### config.mk
export PLATFORM = sky130hd
export DESIGN_NAME = uart_core
export DESIGN_NICKNAME = d
export VERILOG_FILES = /design/src/rtl/uart_core.sv
export SDC_FILE = /design/constraint.sdc
export NUM_CORES = 1
export LEC_CHECK = 0
export BUFFER_PORTS_ARGS = -buffer_cell sky130_fd_sc_hd__buf_2
export CAP_MARGIN = 20
export CORE_AREA = 5 5 71 57
export DETAILED_ROUTE_END_ITERATION = 16
export DIE_AREA = 0 0 76 62
export PLACE_DENSITY = 0.76
export SLEW_MARGIN = 10
export SYNTH_ARGS = -nofsm -noshare
export SYNTH_HDL_FRONTEND = slang
export SYNTH_SLANG_ARGS = --single-unit
export TNS_END_PERCENT = 10
### constraint.sdc
create_clock -name clk -period 2.3 [get_ports clk]
set_input_delay 0.345 -clock clk [delete_from_list [all_inputs] [get_ports clk]]
set_output_delay 0.345 -clock clk [all_outputs]
set_load 0.1 [all_outputs]
### src/rtl/uart_core.sv
// uart_core: UART transmitter plus independent receiver with optional even/odd parity.
// Tx starts a frame on the first baud tick after an accepted enable; Rx flags a word at mid stop bit.
// No backpressure: enable is ignored while o_busy is high, and the receiver never stalls.
module uart_core #(
   parameter int INPUT_DATA_WIDTH = 8,
   parameter int PARITY_ENABLED   = 1,
   parameter int PARITY_TYPE      = 0,
   parameter int CLOCKS_PER_BIT   = 8
) (
   input  logic                        clk,
   input  logic                        reset,
   input  logic                        enable,
   input  logic [INPUT_DATA_WIDTH-1:0] i_data,
   output logic                        o_busy,
   output logic                        serial_out,
   input  logic                        serial_in,
   output logic [INPUT_DATA_WIDTH-1:0] received_data,
   output logic                        data_is_valid,
   output logic                        rx_error
);

   localparam int W  = INPUT_DATA_WIDTH;
   localparam int NB = W + PARITY_ENABLED + 2;
   // CLOCKS_PER_BIT is assumed to be at least 2 so that a mid-bit sample point exists.
   localparam int CW = (CLOCKS_PER_BIT > 1) ? $clog2(CLOCKS_PER_BIT) : 1;
   localparam int BW = (W > 1) ? $clog2(W) : 1;
   localparam logic [CW-1:0] CNT_LAST   = CW'(CLOCKS_PER_BIT - 1);
   localparam logic [CW-1:0] CNT_MID    = CW'(CLOCKS_PER_BIT / 2 - 1);
   localparam logic [BW-1:0] BIT_LAST   = BW'(W - 1);
   localparam logic [NB-1:0] SHIFT_LAST = NB'(1);

   // Even parity is the plain XOR of the data bits; odd parity is its complement.
   function automatic logic calc_parity(input logic [W-1:0] d);
      calc_parity = (PARITY_TYPE == 0) ? ^d : ~^d;
   endfunction

   // ---------------------------------------------------------------- Tx
   logic [CW-1:0] baud_cnt_q;
   logic          baud_clk;
   logic [NB-1:0] tx_frame;
   logic [NB-1:0] shift_q, shift_d;
   logic          busy_q, busy_d;
   logic          tx_q, tx_d;

   // Free-running bit timer; the wrap cycle is the Tx baud tick.
   always_ff @(posedge clk) begin
      if (reset)
         baud_cnt_q <= '0;
      else if (baud_cnt_q == CNT_LAST)
         baud_cnt_q <= '0;
      else
         baud_cnt_q <= baud_cnt_q + 1'b1;
   end

   assign baud_clk = (baud_cnt_q == CNT_LAST);

   // Frame image, LSB goes out first: start 0, data, optional parity, stop 1.
   always_comb begin
      tx_frame        = '1;
      tx_frame[0]     = 1'b0;
      tx_frame[W:1]   = i_data;
      if (PARITY_ENABLED != 0)
         tx_frame[W+1] = calc_parity(i_data);
   end

   // Load on an accepted request, otherwise shift one bit per tick; busy drops as the stop bit goes out.
   always_comb begin
      shift_d = shift_q;
      busy_d  = busy_q;
      tx_d    = tx_q;
      if (enable && !busy_q) begin
         shift_d = tx_frame;
         busy_d  = 1'b1;
      end else if (baud_clk && busy_q) begin
         tx_d    = shift_q[0];
         shift_d = shift_q >> 1;
         if (shift_q == SHIFT_LAST)
            busy_d = 1'b0;
      end
   end

   // Tx state registers; the line idles high and keeps the last (stop) level while idle.
   always_ff @(posedge clk) begin
      if (reset) begin
         shift_q <= '1;
         busy_q  <= 1'b0;
         tx_q    <= 1'b1;
      end else begin
         shift_q <= shift_d;
         busy_q  <= busy_d;
         tx_q    <= tx_d;
      end
   end

   assign o_busy     = busy_q;
   assign serial_out = tx_q;

   // ---------------------------------------------------------------- Rx
   typedef enum logic [2:0] {
      RX_IDLE,
      RX_START_BIT,
      RX_DATA_BIT,
      RX_PARITY_BIT,
      RX_STOP_BIT
   } rx_state_t;

   logic [2:0]    sync_q;
   logic          serial_in_synced;
   rx_state_t     rx_state_q;
   logic [CW-1:0] rx_cnt_q;
   logic [BW-1:0] rx_bit_q;
   logic [W-1:0]  rx_data_q;
   logic          rx_vld_q;
   logic          rx_err_q;
   logic          par_err_q;
   logic          start_detected;
   logic          sampling_strobe;

   // Three-stage synchronizer for the asynchronous line; resets to the idle level.
   always_ff @(posedge clk) begin
      if (reset)
         sync_q <= '1;
      else
         sync_q <= {sync_q[1:0], serial_in};
   end

   assign serial_in_synced = sync_q[2];
   assign start_detected   = (rx_state_q == RX_IDLE) && !serial_in_synced;
   assign sampling_strobe  = (rx_state_q != RX_IDLE) && (rx_cnt_q == CNT_MID);

   // Receive FSM: data bits walk through DATA_BIT with rx_bit_q as the bit index.
   always_ff @(posedge clk) begin
      if (reset) begin
         rx_state_q <= RX_IDLE;
         rx_cnt_q   <= '0;
         rx_bit_q   <= '0;
         rx_data_q  <= '0;
         rx_vld_q   <= 1'b0;
         rx_err_q   <= 1'b0;
         par_err_q  <= 1'b0;
      end else begin
         rx_vld_q <= 1'b0;
         if (rx_state_q != RX_IDLE)
            rx_cnt_q <= (rx_cnt_q == CNT_LAST) ? '0 : rx_cnt_q + 1'b1;
         case (rx_state_q)
            RX_IDLE: begin
               if (start_detected) begin
                  rx_state_q <= RX_START_BIT;
                  rx_cnt_q   <= '0;
                  rx_data_q  <= '0;
                  rx_err_q   <= 1'b0;
                  par_err_q  <= 1'b0;
               end
            end
            RX_START_BIT: begin
               if (sampling_strobe) begin
                  if (!serial_in_synced) begin
                     rx_state_q <= RX_DATA_BIT;
                     rx_bit_q   <= '0;
                  end else begin
                     rx_state_q <= RX_IDLE;
                  end
               end
            end
            RX_DATA_BIT: begin
               if (sampling_strobe) begin
                  rx_data_q <= {serial_in_synced, rx_data_q[W-1:1]};
                  if (rx_bit_q == BIT_LAST)
                     rx_state_q <= (PARITY_ENABLED != 0) ? RX_PARITY_BIT : RX_STOP_BIT;
                  else
                     rx_bit_q <= rx_bit_q + 1'b1;
               end
            end
            RX_PARITY_BIT: begin
               if (sampling_strobe) begin
                  par_err_q  <= (serial_in_synced != calc_parity(rx_data_q));
                  rx_state_q <= RX_STOP_BIT;
               end
            end
            RX_STOP_BIT: begin
               if (sampling_strobe) begin
                  if (serial_in_synced && !par_err_q)
                     rx_vld_q <= 1'b1;
                  else
                     rx_err_q <= 1'b1;
                  rx_state_q <= RX_IDLE;
               end
            end
            default: rx_state_q <= RX_IDLE;
         endcase
      end
   end

   assign received_data = rx_data_q;
   assign data_is_valid = rx_vld_q;
   assign rx_error      = rx_err_q;

endmodule

Word level (Yosys, flattened, before mapping)
Index checks and enable logic that the tools add are counted.
{ "word_totals": {"regBits": 39, "latchBits": 0, "ram_bits": 0, "rom_bits": 0, "input_bits": 12, "output_inout_bits": 12, "n_memories": 0} }
{ "classes": {"addsub": 3, "mul": 0, "div": 0, "n_lt_le_gt_ge": 0, "n_eq_ne": 19, "shifts": 0, "n_mux": 32, "n_bitwise": 3, "n_reduce_logical": 28} }
{ "op_table": {"columns": ["operator", "n"], "rows": [
  ["$mux 3", 14],
  ["$mux 10", 2],
  ["$ne 2x2->1 const B", 9],
  ["$mux 8", 2],
  ["$pmux 8 s2", 1],
  ["$reduce_xor 8->1", 2],
  ["$pmux 3 s5", 1],
  ["$eq 3x3->1 const B", 4],
  ["$reduce_bool 2->1", 6],
  ["$eq 11x1->1 const B", 1],
  ["$add 3x1->3 const B", 3],
  ["$eq 3x2->1 const B", 3],
  ["$mux 1", 8],
  ["$pmux 3 s2", 1],
  ["$reduce_and 3->1", 2],
  ["$reduce_and 6->1", 1],
  ["$logic_and 1x1->1", 5],
  ["$reduce_and 5->1", 1],
  ["$pmux 1 s2", 2],
  ["$reduce_and 2->1", 2],
  ["$reduce_and 4->1", 1],
  ["$reduce_or 2->1", 2],
  ["$eq 3x1->1 const B", 1],
  ["$logic_not 1->1", 3],
  ["6 further kinds", 8]
]} }

Longest topological paths before layout
{ "logic_depth": {"word_depth": 5, "ltp_mapped": 8, "mapped_depth_nobuf": 7} }

Worst setup path after synthesis
Ideal clock, no wire load.
{ "synth_timing": {"path_kind": "register to register", "start": "register rx_data_q[5], in the netlist received_data[5]", "end": "register par_err_q", "setup_time_ns": 0.128, "arrival_time_ns": 1.882, "required_ns": 2.172, "setup_slack_ns": 0.290, "path_stages_with_launch": 6, "n_path_buf": 0, "path_cell_list": "dfxtp_1 > xor2_1 > xnor3_1 > xnor2_1 > o21a_1 > nor2_1"} }
{ "synth_via": {"elab_chain_cells": 4} }
{ "synth_rtl": {"columns": ["element", "line", "text"], "rows": [
  ["start: declaration", "112", "logic [W-1:0] rx_data_q;"],
  ["start signal: assignment", "167", "rx_data_q <= {serial_in_synced, rx_data_q[W-1:1]};"],
  ["$reduce_xor 8->1", "34", "calc_parity = (PARITY_TYPE == 0) ? ^d : ~^d;"],
  ["$ne 1x1->1", "176", "par_err_q <= (serial_in_synced != calc_parity(rx_data_q));"],
  ["$mux 1", "175", "if (sampling_strobe) begin"],
  ["$pmux 1 s2", "145", "case (rx_state_q)"],
  ["end signal: assignment", "176", null],
  ["end: declaration", "115", "logic par_err_q;"]
]} }
No other way between the ends. The select of a mux whose other input is x is not followed.
A chain may end at the register's enable or synchronous reset.

Worst setup path in the final report
{ "layout_timing": {"start": "register rx_cnt_q[0]", "end": "register rx_bit_q[0]"} }
{ "layout_via": {"elab_chain_cells": 4} }
{ "layout_rtl": {"columns": ["element", "line", "text"], "rows": [
  ["start: declaration", "110", "logic [CW-1:0] rx_cnt_q;"],
  ["start signal: assignment", "144", "rx_cnt_q <= (rx_cnt_q == CNT_LAST) ? '0 : rx_cnt_q + 1'b1;"],
  ["$eq 3x2->1 *", "129", "assign sampling_strobe = (rx_state_q != RX_IDLE) && (rx_cnt_q == CNT_MID);"],
  ["$logic_and 1x1->1 *", "129", null],
  ["$ne 2x2->1 (no source line)", null, null],
  ["$reduce_and 5->1 (no source line) *", null, null],
  ["end signal: assignment", "171", "rx_bit_q <= rx_bit_q + 1'b1;"],
  ["end: declaration", "111", "logic [BW-1:0] rx_bit_q;"]
]} }
Every way passes the cells marked *; elsewhere a longest branch is shown, timed or not.

==> reports/qor.txt <==
Reg-to-Reg Start -> rx_cnt_q[0]
Number of port buffers -> 23
GPL Wtd Cong -> 0.8361
Hold/Removal Path Class -> input pin to flop
Max FO, Critical Path -> 10
Req. time, crit path -> 2510 ps
Kind of end point of the critical path -> flop
Drt via density -> 5.733
DR pass1 iterations -> 5
Area of the multi-input gates -> 902.1 µm²
Tcrit/Tclk final -> 84.35%
Max Cap Viol -> 0
Slew Limit Fails -> 0
Post-CTS Setup Inserts -> 0
Worst path arrival time -> 2150 ps
Hold buffers post-CTS -> 0
Crit path max-delay family -> simple AND/OR/NAND/NOR gates
First-pass GRT wire length -> 6009 µm
Row count -> 18
Crit path depth -> 5
Power Total -> 1247 µW
Reg2reg end -> rx_bit_q[0]
FF+latch count, synth -> 39
DRT antenna net count -> 0
Skew-Pair Late Insertion Delay -> 290 ps
Clock Path Buffers -> 2
Antenna violations before repair -> 0
RSZ-0062 raised after global routing -> false
Seq/Total Area, Yosys -> 44.67%
CTS root buffer -> clkbuf_8
Reg area -> 780.7 µm²
Hold path depth -> 2
Final min period -> 1940 ps
Post-CTS Resized -> 0
Yosys top cell by area -> dfxtp_1
Grt ovf -> 0
DRT iter0 DRCs -> 129
WL per Instance -> 14.36 µm
FF-to-FF path depth -> 5
Post-synthesis instance total -> 192
H-tree depth -> 2
Worst Max-Slew Pin Slew -> 687.2 ps
Status -> complete, no violations
Nets -> 231
Initial core utilization -> 54.27%
Slowest library cell on the worst path -> or3b_4
Number of diodes -> 0
Gr usage total -> 16.34%
Startpoint class of the critical path -> flop
Worst Path Class, Setup -> flop to flop
Placed cells -> 245
Max Fclk -> 0.5154 GHz
Clk sink count -> 39
Die width -> 76 µm
Critical-path cell list -> ha_1 > ha_1 > or3b_4 > or3b_1 > a21oi_1
Die Y -> 62 µm
Via Count -> 1439
DRC -> 0
Vias in the first global route -> 1393
CTS tree -> built
Peak supply drop -> 0.3530 mV
Layout area overhead -> 11.38%
CP bufs+invs -> 0
Final wirelength -> 3604 µm
Ratio of cells with drive above 1 in the final layout -> 18.01%
Final non-filler cell total -> 251
Final setup fails -> 0
Yosys top cell area share -> 44.67%
Die area -> 4712 µm²
Core area -> 3221 µm²
Clock slew at reported path FFs -> 70 ps
Distinct cell type count after synthesis -> 42
Reg-to-reg setup timing slack -> 360 ps
Hold endpoint -> sync_q[0]
Final HPWL from detailed placement -> 2509 µm
Most used cell along the critical path -> ha_1
Warnings, synthesis -> 0
Hold Startpoint -> serial_in
CP max stage delay -> 460 ps
Fin Clk Skew -> 7.134 ps
Leakage -> 0.0008035 µW
CTS buffer count -> 5
Number of fillers in the final layout -> 289
Slew HR -> 54.09%
Setup_tns -> 0 ps
Final Hold Vio Count -> 0
Core Util, Final -> 60.45%
Mapped Area -> 1748 µm²
Mapped Avg Cell Area -> 9.104 µm²
Mapped Nets -> 211
Pwr/cell area -> 640.6 nW/µm²
Top post-synthesis cells by area -> dfxtp_1, nand2_1, ha_1, xnor2_1, a21oi_1
I/O Pins -> 24
Largest net degree at the start of global routing -> 40
## logic make-up after synthesis
group           Yosys count  share of synthesized area (%)
compound gates           34                          13.32
xor+xnor                 14                          7.802
fa+ha+maj                 7                          5.011
buf+inv                  14                          3.722
flops                    39                          44.67
mux                       3                          1.790
simple gates             81                          23.69
## cell usage in the layout (no fill, tap or decap), types with 6 or more instances in the layout
| cell | count |
|---|---|
| nor2_1 | 10 |
| a221oi_1 | 8 |
| nand2_1 | 30 |
| a21oi_1 | 14 |
| ha_1 | 7 |
| nor3_1 | 6 |
| xnor2_1 | 10 |
| nand3_1 | 9 |
| dfxtp_1 | 39 |
| buf_2 | 23 |
## Yosys cell counts
library cell / instances
dfxtp_1: 39
nand2_1: 30
a21oi_1: 14
clkbuf_1: 10
nor2_1: 10
xnor2_1: 10
nand3_1: 9
a221oi_1: 8
ha_1: 7
nor3_1: 6
nor3b_1: 5
a31oi_1: 3
nand2b_1: 3
or2_2: 3
xor2_1: 3
a32oi_1: 2
mux2i_1: 2
nor2b_1: 2
nor4_1: 2
or2_0: 2
a2111oi_0: 1
a211o_1: 1
a221o_1: 1
a311oi_1: 1
and2_1: 1
buf_2: 1
buf_4: 1
buf_6: 1
inv_1: 1
mux2_2: 1
nand4b_1: 1
nor2_2: 1
nor3b_2: 1
nor4b_1: 1
o21a_1: 1
o21ai_0: 1
o21bai_1: 1
or3_1: 1
or3b_1: 1
or3b_4: 1
or4_1: 1
xnor3_1: 1
## power breakdown
part           internal [µW]  switching, µW  total (µW)  leakage (µW)
Sequential               700           19.9         720      0.000319
Combinational           48.1           63.6         112      0.000448
Clock                    202            214         416     0.0000371
## worst reg2reg max path, stage by stage, from the launching register on
cell,delay (ps)
dfxtp_1,360
ha_1,190
ha_1,360
or3b_4,460
or3b_1,380
a21oi_1,120
## worst max-delay path by stage
stage | startpoint | to | slack, ps
after floorplan | received_data[5] | par_err_q | 290
after global placement | rx_bit_q[0] | rx_bit_q[0] | 450
after detailed placement | rx_cnt_q[0] | rx_bit_q[0] | 370
after CTS | rx_cnt_q[0] | rx_bit_q[0] | 350
after global routing | rx_cnt_q[0] | received_data[7] | 270
final | rx_cnt_q[0] | rx_bit_q[0] | 360
## state kept, by name, indices dropped and copies added (netlist names)
name / flops
shift_q: 11
received_data: 8
baud_cnt_q: 3
rx_bit_q: 3
rx_cnt_q: 3
rx_state_q: 3
sync_q: 3
data_is_valid: 1
o_busy: 1
par_err_q: 1
rx_error: 1
serial_out: 1
## metal layers
metal  vias to the layer above  part of all wire (%)  global-route usage (%)
li1                        710                     -                       -
met1                       673                    47                   20.27
met2                        50                    45                   25.73
met3                         6                   5.9                   4.323
met4                         0                   1.8                   10.91
met5                         -                     0                       0
## cell type report
type,instances,share of cell area [%]
Clock buffer,6,3.728
Inverter,1,0.1928
Multi-Input combinational cell,139,46.34
Sequential cell,39,40.10
Tap cell,40,2.571
Timing Repair Buffer,26,7.069
## through the flow
step                setup WS [ps]  instance area (µm²)  hold WS [ps]
finish                      359.8                 1947         254.3
global route                267.5                 1947         250.4
CTS                         350.2                 1947         242.2
detailed placement          368.3                 1874         399.9
global placement            449.0                 1874         396.8
floorplan                   290.1                 1748         389.5
Note: power is estimated with default switching activity, not from simulation.
